--- src/rtl/sample_decimator.sv ---
// Block-average decimator: sums N = 2^active_sel consecutive input samples and
// emits their floor average as one output strobe; freeze holds the display.
module sample_decimator #(
  parameter int SAMPLE_WIDTH = 16,
  parameter int ACC_WIDTH    = SAMPLE_WIDTH + 3
) (
  input  logic                    clk,
  input  logic                    reset,
  input  logic                    new_sample_in,
  input  logic [SAMPLE_WIDTH-1:0] sample_in,
  input  logic [1:0]              decim_sel,
  input  logic                    freeze,
  output logic                    new_sample_out,
  output logic [SAMPLE_WIDTH-1:0] sample_out,
  output logic [1:0]              active_sel
);

  typedef enum logic {RUN, FROZEN} state_t;

  state_t                       state;
  logic signed [ACC_WIDTH-1:0]  acc;
  logic [2:0]                   count;
  logic signed [ACC_WIDTH-1:0]  sum_c;
  logic                         last_c;

  // Running sum including the sample strobed this cycle.
  assign sum_c  = acc + {{(ACC_WIDTH-SAMPLE_WIDTH){sample_in[SAMPLE_WIDTH-1]}}, sample_in};
  assign last_c = (count == 3'((4'd1 << active_sel) - 4'd1));

  always_ff @(posedge clk or posedge reset) begin
    if (reset) begin
      state          <= RUN;
      acc            <= '0;
      count          <= '0;
      sample_out     <= '0;
      new_sample_out <= 1'b0;
      active_sel     <= '0;
    end else begin
      new_sample_out <= 1'b0;
      case (state)
        RUN: begin
          if (freeze) begin
            // A sample coinciding with freeze is dropped along with the partial block.
            state <= FROZEN;
            acc   <= '0;
            count <= '0;
            if (count == 3'd0) active_sel <= decim_sel;
          end else if (new_sample_in) begin
            if (last_c) begin
              sample_out     <= SAMPLE_WIDTH'(sum_c >>> active_sel);
              new_sample_out <= 1'b1;
              acc            <= '0;
              count          <= '0;
              active_sel     <= decim_sel;
            end else begin
              acc   <= sum_c;
              count <= count + 3'd1;
            end
          end else if (count == 3'd0) begin
            active_sel <= decim_sel;
          end
        end
        FROZEN: begin
          active_sel <= decim_sel;
          if (!freeze) state <= RUN;
        end
        default: state <= RUN;
      endcase
    end
  end

endmodule

--- config.mk ---
export PLATFORM = sky130hd
export DESIGN_NAME = sample_decimator
export DESIGN_NICKNAME = d
export VERILOG_FILES = /design/src/rtl/sample_decimator.sv
export SDC_FILE = /design/constraint.sdc
export NUM_CORES = 1
export LEC_CHECK = 0
export BUFFER_PORTS_ARGS = -buffer_cell sky130_fd_sc_hd__buf_2
export CAP_MARGIN = 20
export CELL_PAD_IN_SITES_DETAIL_PLACEMENT = 1
export CELL_PAD_IN_SITES_GLOBAL_PLACEMENT = 1
export CORE_ASPECT_RATIO = 0.5
export CORE_UTILIZATION = 44
export DETAILED_ROUTE_END_ITERATION = 12
export GPL_TIMING_DRIVEN = 0
export PLACE_DENSITY_LB_ADDON = 0.1
export SYNTH_ARGS = -nofsm -noshare
export SYNTH_HDL_FRONTEND = slang
export SYNTH_SLANG_ARGS = --single-unit
--- constraint.sdc ---
create_clock -name clk -period 3.6 [get_ports clk]
set_input_delay 0.72 -clock clk [delete_from_list [all_inputs] [get_ports clk]]
set_output_delay 0.72 -clock clk [all_outputs]
set_load 0.005 [all_outputs]
# Word-level counts from Yosys, hierarchy flattened

Cells that the tools add are included.

Output and inout bits: 19
Memories kept: 0
Bits of input ports: 22
ROM bits: 0
Bits in latches: 0
Word-level logic and storage cells: 35
Flip-flop bits (word level): 42
RAM bits: 0

Reduce and logical (&&, ||, !) cells: 4
Equal/unequal tests: 2
Order comparisons: 0
Add/subtract/negate cells: 3
Multiply operators: 0
Bitwise operators: 2
Mux-type cells: 16
Divide/modulo/power cells: 0
Shift-type cells: 2

Operators with widths:

| operator                                                           | number |
|---|---|
| 19-bit two-way mux                                                 | 3 |
| 19-bit adder                                                       | 1 |
| 19-bit by 2-bit >>> shifter with 16-bit output                     | 1 |
| 3-bit two-way mux                                                  | 3 |
| 2-bit two-way mux                                                  | 4 |
| 1-bit two-way mux                                                  | 5 |
| 4-bit inequality test, second input constant                       | 1 |
| 2-bit case mux with 2 select lines                                 | 1 |
| 4-bit AND reduction                                                | 1 |
| 3-bit by 1-bit adder with 3-bit output, second input constant      | 1 |
| 3-bit == test                                                      | 1 |
| 3-bit zero test                                                    | 1 |
| 1-bit by 2-bit left shift with 3-bit output, first input constant  | 1 |
| 3-bit by 1-bit subtractor with 3-bit output, second input constant | 1 |
| 1-bit NOT                                                          | 2 |
| 2-bit AND reduction                                                | 1 |
| 2-bit nonzero test                                                 | 1 |

# Longest topological paths before layout

Word-level depth: 7
Mapped depth: 11
Gate-level depth less buffers: 10

# Worst setup path after synthesis

No wires, ideal clock.

Kind: input port to flip-flop
From: input sample_in[4]
To: register sample_out[14]
Data required time: 3,475 ps
Library setup time: 125 ps
Stages: 10
Path slack: 560 ps
Arrival time: 2,915 ps
Buffers on the path: 1
Cell sequence: ha_1 -> buf_6 -> a21o_1 -> and3_4 -> nor4_2 -> o31ai_1 -> a221oi_2 -> xnor2_1 -> mux4_2 -> mux2_4

Word-level cells in the longest chain between the ends: 2

Ends and longest elaborated chain:

| item                                           | line | source |
|---|---|---|
| start: declaration                             | 10   | `input logic [SAMPLE_WIDTH-1:0] sample_in,` |
| 19-bit adder                                   | 27   | `assign sum_c = acc + {{(ACC_WIDTH-SAMPLE_WIDTH){sample_in[SAMPLE_WIDTH-1]}}, sample_in};` |
| 19-bit by 2-bit >>> shifter with 16-bit output | 50   | `sample_out <= SAMPLE_WIDTH'(sum_c >>> active_sel);` |
| end signal: assignment                         | 50   |  |
| end: declaration                               | 14   | `output logic [SAMPLE_WIDTH-1:0] sample_out,` |

Every way passes these cells.
A chain may end at the register's enable or synchronous reset.

# Final worst setup path

From: input sample_in[3]
To: register sample_out[14]

The elaborated chain is that of the path after synthesis.

==> flow_summary.json <==
{
  "p_int_mw": 1.42,
  "htree_levels": 2,
  "syn_nets": 365,
  "r2r-end": "sample_out[14]",
  "crit_path_start_kind": "input pin",
  "io_buffer_count": 40,
  "reg2reg_setup_slack_ns": 0.39,
  "synthDominantCellAreaShare_pct": 35.6,
  "fin_skew_ns": 0.0106,
  "vias": 2777,
  "cp_max_fo": 6,
  "final_common_cell": "dfrtp_1",
  "grt_start_max_net_pins": 43,
  "grt_use_total_pct": 26.5,
  "antenna_found_initial": 0,
  "synth_edf_count": 0,
  "mostFrequentLayoutCells": "42 x dfrtp_1, 41 x buf_2, 31 x nand2_1, 26 x nor2_1, 22 x a22o_1",
  "diodes": 0,
  "ys_ff_latch": 42,
  "hold_path_depth": 1,
  "place.gp.congestion": 0.829,
  "clk_pin_slew_worst_paths_ns": 0.06,
  "cts-hold-fix-buffers": 0,
  "ys_seq_area_share_pct": 35.6,
  "holdWs_ns": 0.487,
  "min_period_ns": 3.35,
  "total_leakage_power_nw": 1.66,
  "core_area_um2": 6280,
  "ff2ff_path_depth": 9,
  "tightest_slew_ns": 0.895,
  "endpoint": "sample_out[14]",
  "root_buffer": "clkbuf_16",
  "start_util_pct": 47.1,
  "slew_viol_final": 0,
  "syn_inst": 322,
  "p_sw_mw": 1.02,
  "vias_per_cell": 6.06,
  "synth_area_um2": 2960,
  "insertion_delay_ns": 0.29,
  "clkPwrFrac_pct": 19.2,
  "fp-row-count": 20,
  "dieWidth_um": 118,
  "fin_util_pct": 54.4,
  "die_y_um": 60.0,
  "postCtsSetupBuffers": 0,
  "async_flop_share_pct": 100,
  "dp_cells": 450,
  "dpl.hpwl_um": 6690,
  "power_density_nw_per_um2": 715,
  "irDropWorstVdd_uv": 288,
  "path_class": "input pin to flop",
  "r2r_start": "acc[6]",
  "instances_no_fill": 458,
  "crit_family": "multiplexers",
  "ctsResizeCount": 0,
  "p_total_mw": 2.44,
  "rsz0062_at_grt": "no",
  "synth_flop_cell": "dfrtp_1",
  "firstDrtPassIters": 4,
  "critical_path_depth": 10,
  "syn_area_per_cell_um2": 9.18,
  "path_buf_inv": 1,
  "max_stage_delay_ns": 0.55,
  "routed_wl_um": 8850,
  "place_area_um2": 3270,
  "yosysTopAreaCell": "dfrtp_1",
  "synth_cell_type_count": 55,
  "ys.warnings.count": 0,
  "max_cap_violations": 0,
  "synth_area_leaders": "dfrtp_1 36%, ha_1 8.5%, a22o_1 6.5%",
  "p_sw_share_pct": 41.7,
  "power_frac_seq_pct": 30.1,
  "drtIter0Drc": 130,
  "max-slew-margin-rel_pct": 40.3,
  "dieArea_um2": 7070,
  "io_pins": 41,
  "p_comb_share_pct": 50.6,
  "endpoint_kind": "flop",
  "finalHoldViolCount": 0,
  "final_antenna_net_count": 0,
  "area_growth_syn_to_layout_pct": 15.6,
  "drive_above_1_share_pct": 17.6,
  "cts_tree": "yes",
  "design_area_um2": 3420,
  "crit_required_ns": 3.77,
  "cts_made_buffers": 5,
  "startpoint": "sample_in[3]",
  "wire_per_inst_um": 19.3,
  "nets": 412,
  "cpMaxStageDelayCell": "nor3_1",
  "cts_buffer_depth": 2,
  "period_share_pct": 93.1,
  "crit_chain": "buf_2, ha_1, o21ai_0, nor3_1, nor4_2, o31ai_1, a221oi_2, xnor2_1, mux4_2, mux2_4",
  "drc_errors": 0,
  "setup_viol": 0,
  "overflow": 0,
  "status": "complete, no violations",
  "crit_arrival_ns": 3.53,
  "hp-class": "flop to flop",
  "grt_pass1_vias": 2842,
  "grt_pass1_wl_um": 14400,
  "cts.sinks": 42,
  "max_freq_mhz": 298
}
-- layout make-up --
cell class | count | area [um2]
timing repair buffer | 40 | 200
sequential | 42 | 1050
clock buffer | 6 | 139
buffer | 16 | 68.8
fill | 769 | 2860
inverter | 13 | 48.8
tap | 88 | 110
multi-input combinational | 251 | 1790
clock inverter | 2 | 12.5
-- metrics by stage --
step                worst slack [ns]  setup TNS (ns)
CTS                            0.278               0
global route                   0.151               0
floorplan                      0.560               0
finish                         0.248               0
detailed placement           -0.0235         -0.0235
global placement              0.0838               0
-- registers in the layout, indices dropped and copies added (netlist names) --
name,count
acc,19
active_sel,2
sample_out,16
new_sample_out,1
state,1
count,3
-- power groups by stage --
stage               clock network (mW)  logic [mW]  registers (mW)
CTS                              0.465        1.23           0.735
finish                           0.470        1.24           0.737
global route                     0.487        1.36           0.752
floorplan                            0       0.854           0.720
global placement                     0        1.16           0.733
detailed placement                   0        1.21           0.741
-- cells in the mapped netlist (2+ instances only) --
library cell and number:
a211o_1 3, a211oi_1 4, a21o_1 9, a21oi_1 19
a221oi_1 2, a22o_1 22, a31oi_1 3, and2_1 2
buf_1 2, clkbuf_1 12, dfrtp_1 42, ha_1 20
inv_1 12, mux2_2 6, mux2i_1 11, nand2_1 31
nand2b_1 5, nand3_1 11, nand4_1 2, nor2_1 26
nor2b_1 4, nor3_1 5, o2111ai_1 2, o211ai_1 3
o21a_1 3, o21ai_0 14, o21bai_1 3, o221ai_1 3
o22ai_1 2, o31ai_1 3, or3_1 2, xnor2_1 6
xor2_1 6
-- worst min-delay path by stage --
| stage | from | to |
|---|---|---|
| 3_5_place_dp | sample_out[5] | sample_out[5] |
| 3_3_place_gp | sample_out[3] | sample_out[3] |
| 6_report | sample_out[5] | sample_out[5] |
| 4_1_cts | sample_out[5] | sample_out[5] |
| 2_1_floorplan | acc[8] | acc[8] |
| 5_1_grt | sample_out[5] | sample_out[5] |
-- layer usage --
layer / GRT usage, % / wire (um)
met1: 35.7 / 4220
met2: 45.5 / 4140
met3: 4.29 / 420
met4: 6.23 / 64
met5: 0 / 0
-- kinds of logic (layout without fill, tap and decap cells) --
| family | Yosys count | after routing | share of synthesized area [%] |
|---|---|---|---|
| simple gates | 94 | 94 | 14.9 |
| flops | 42 | 42 | 35.6 |
| buf+inv | 29 | 77 | 3.98 |
| xor+xnor | 12 | 12 | 3.56 |
| compound gates | 105 | 105 | 25.6 |
| fa+ha+maj | 21 | 21 | 9.14 |
| mux | 19 | 19 | 7.28 |
No activity file was read; power rests on OpenSTA's default activity.
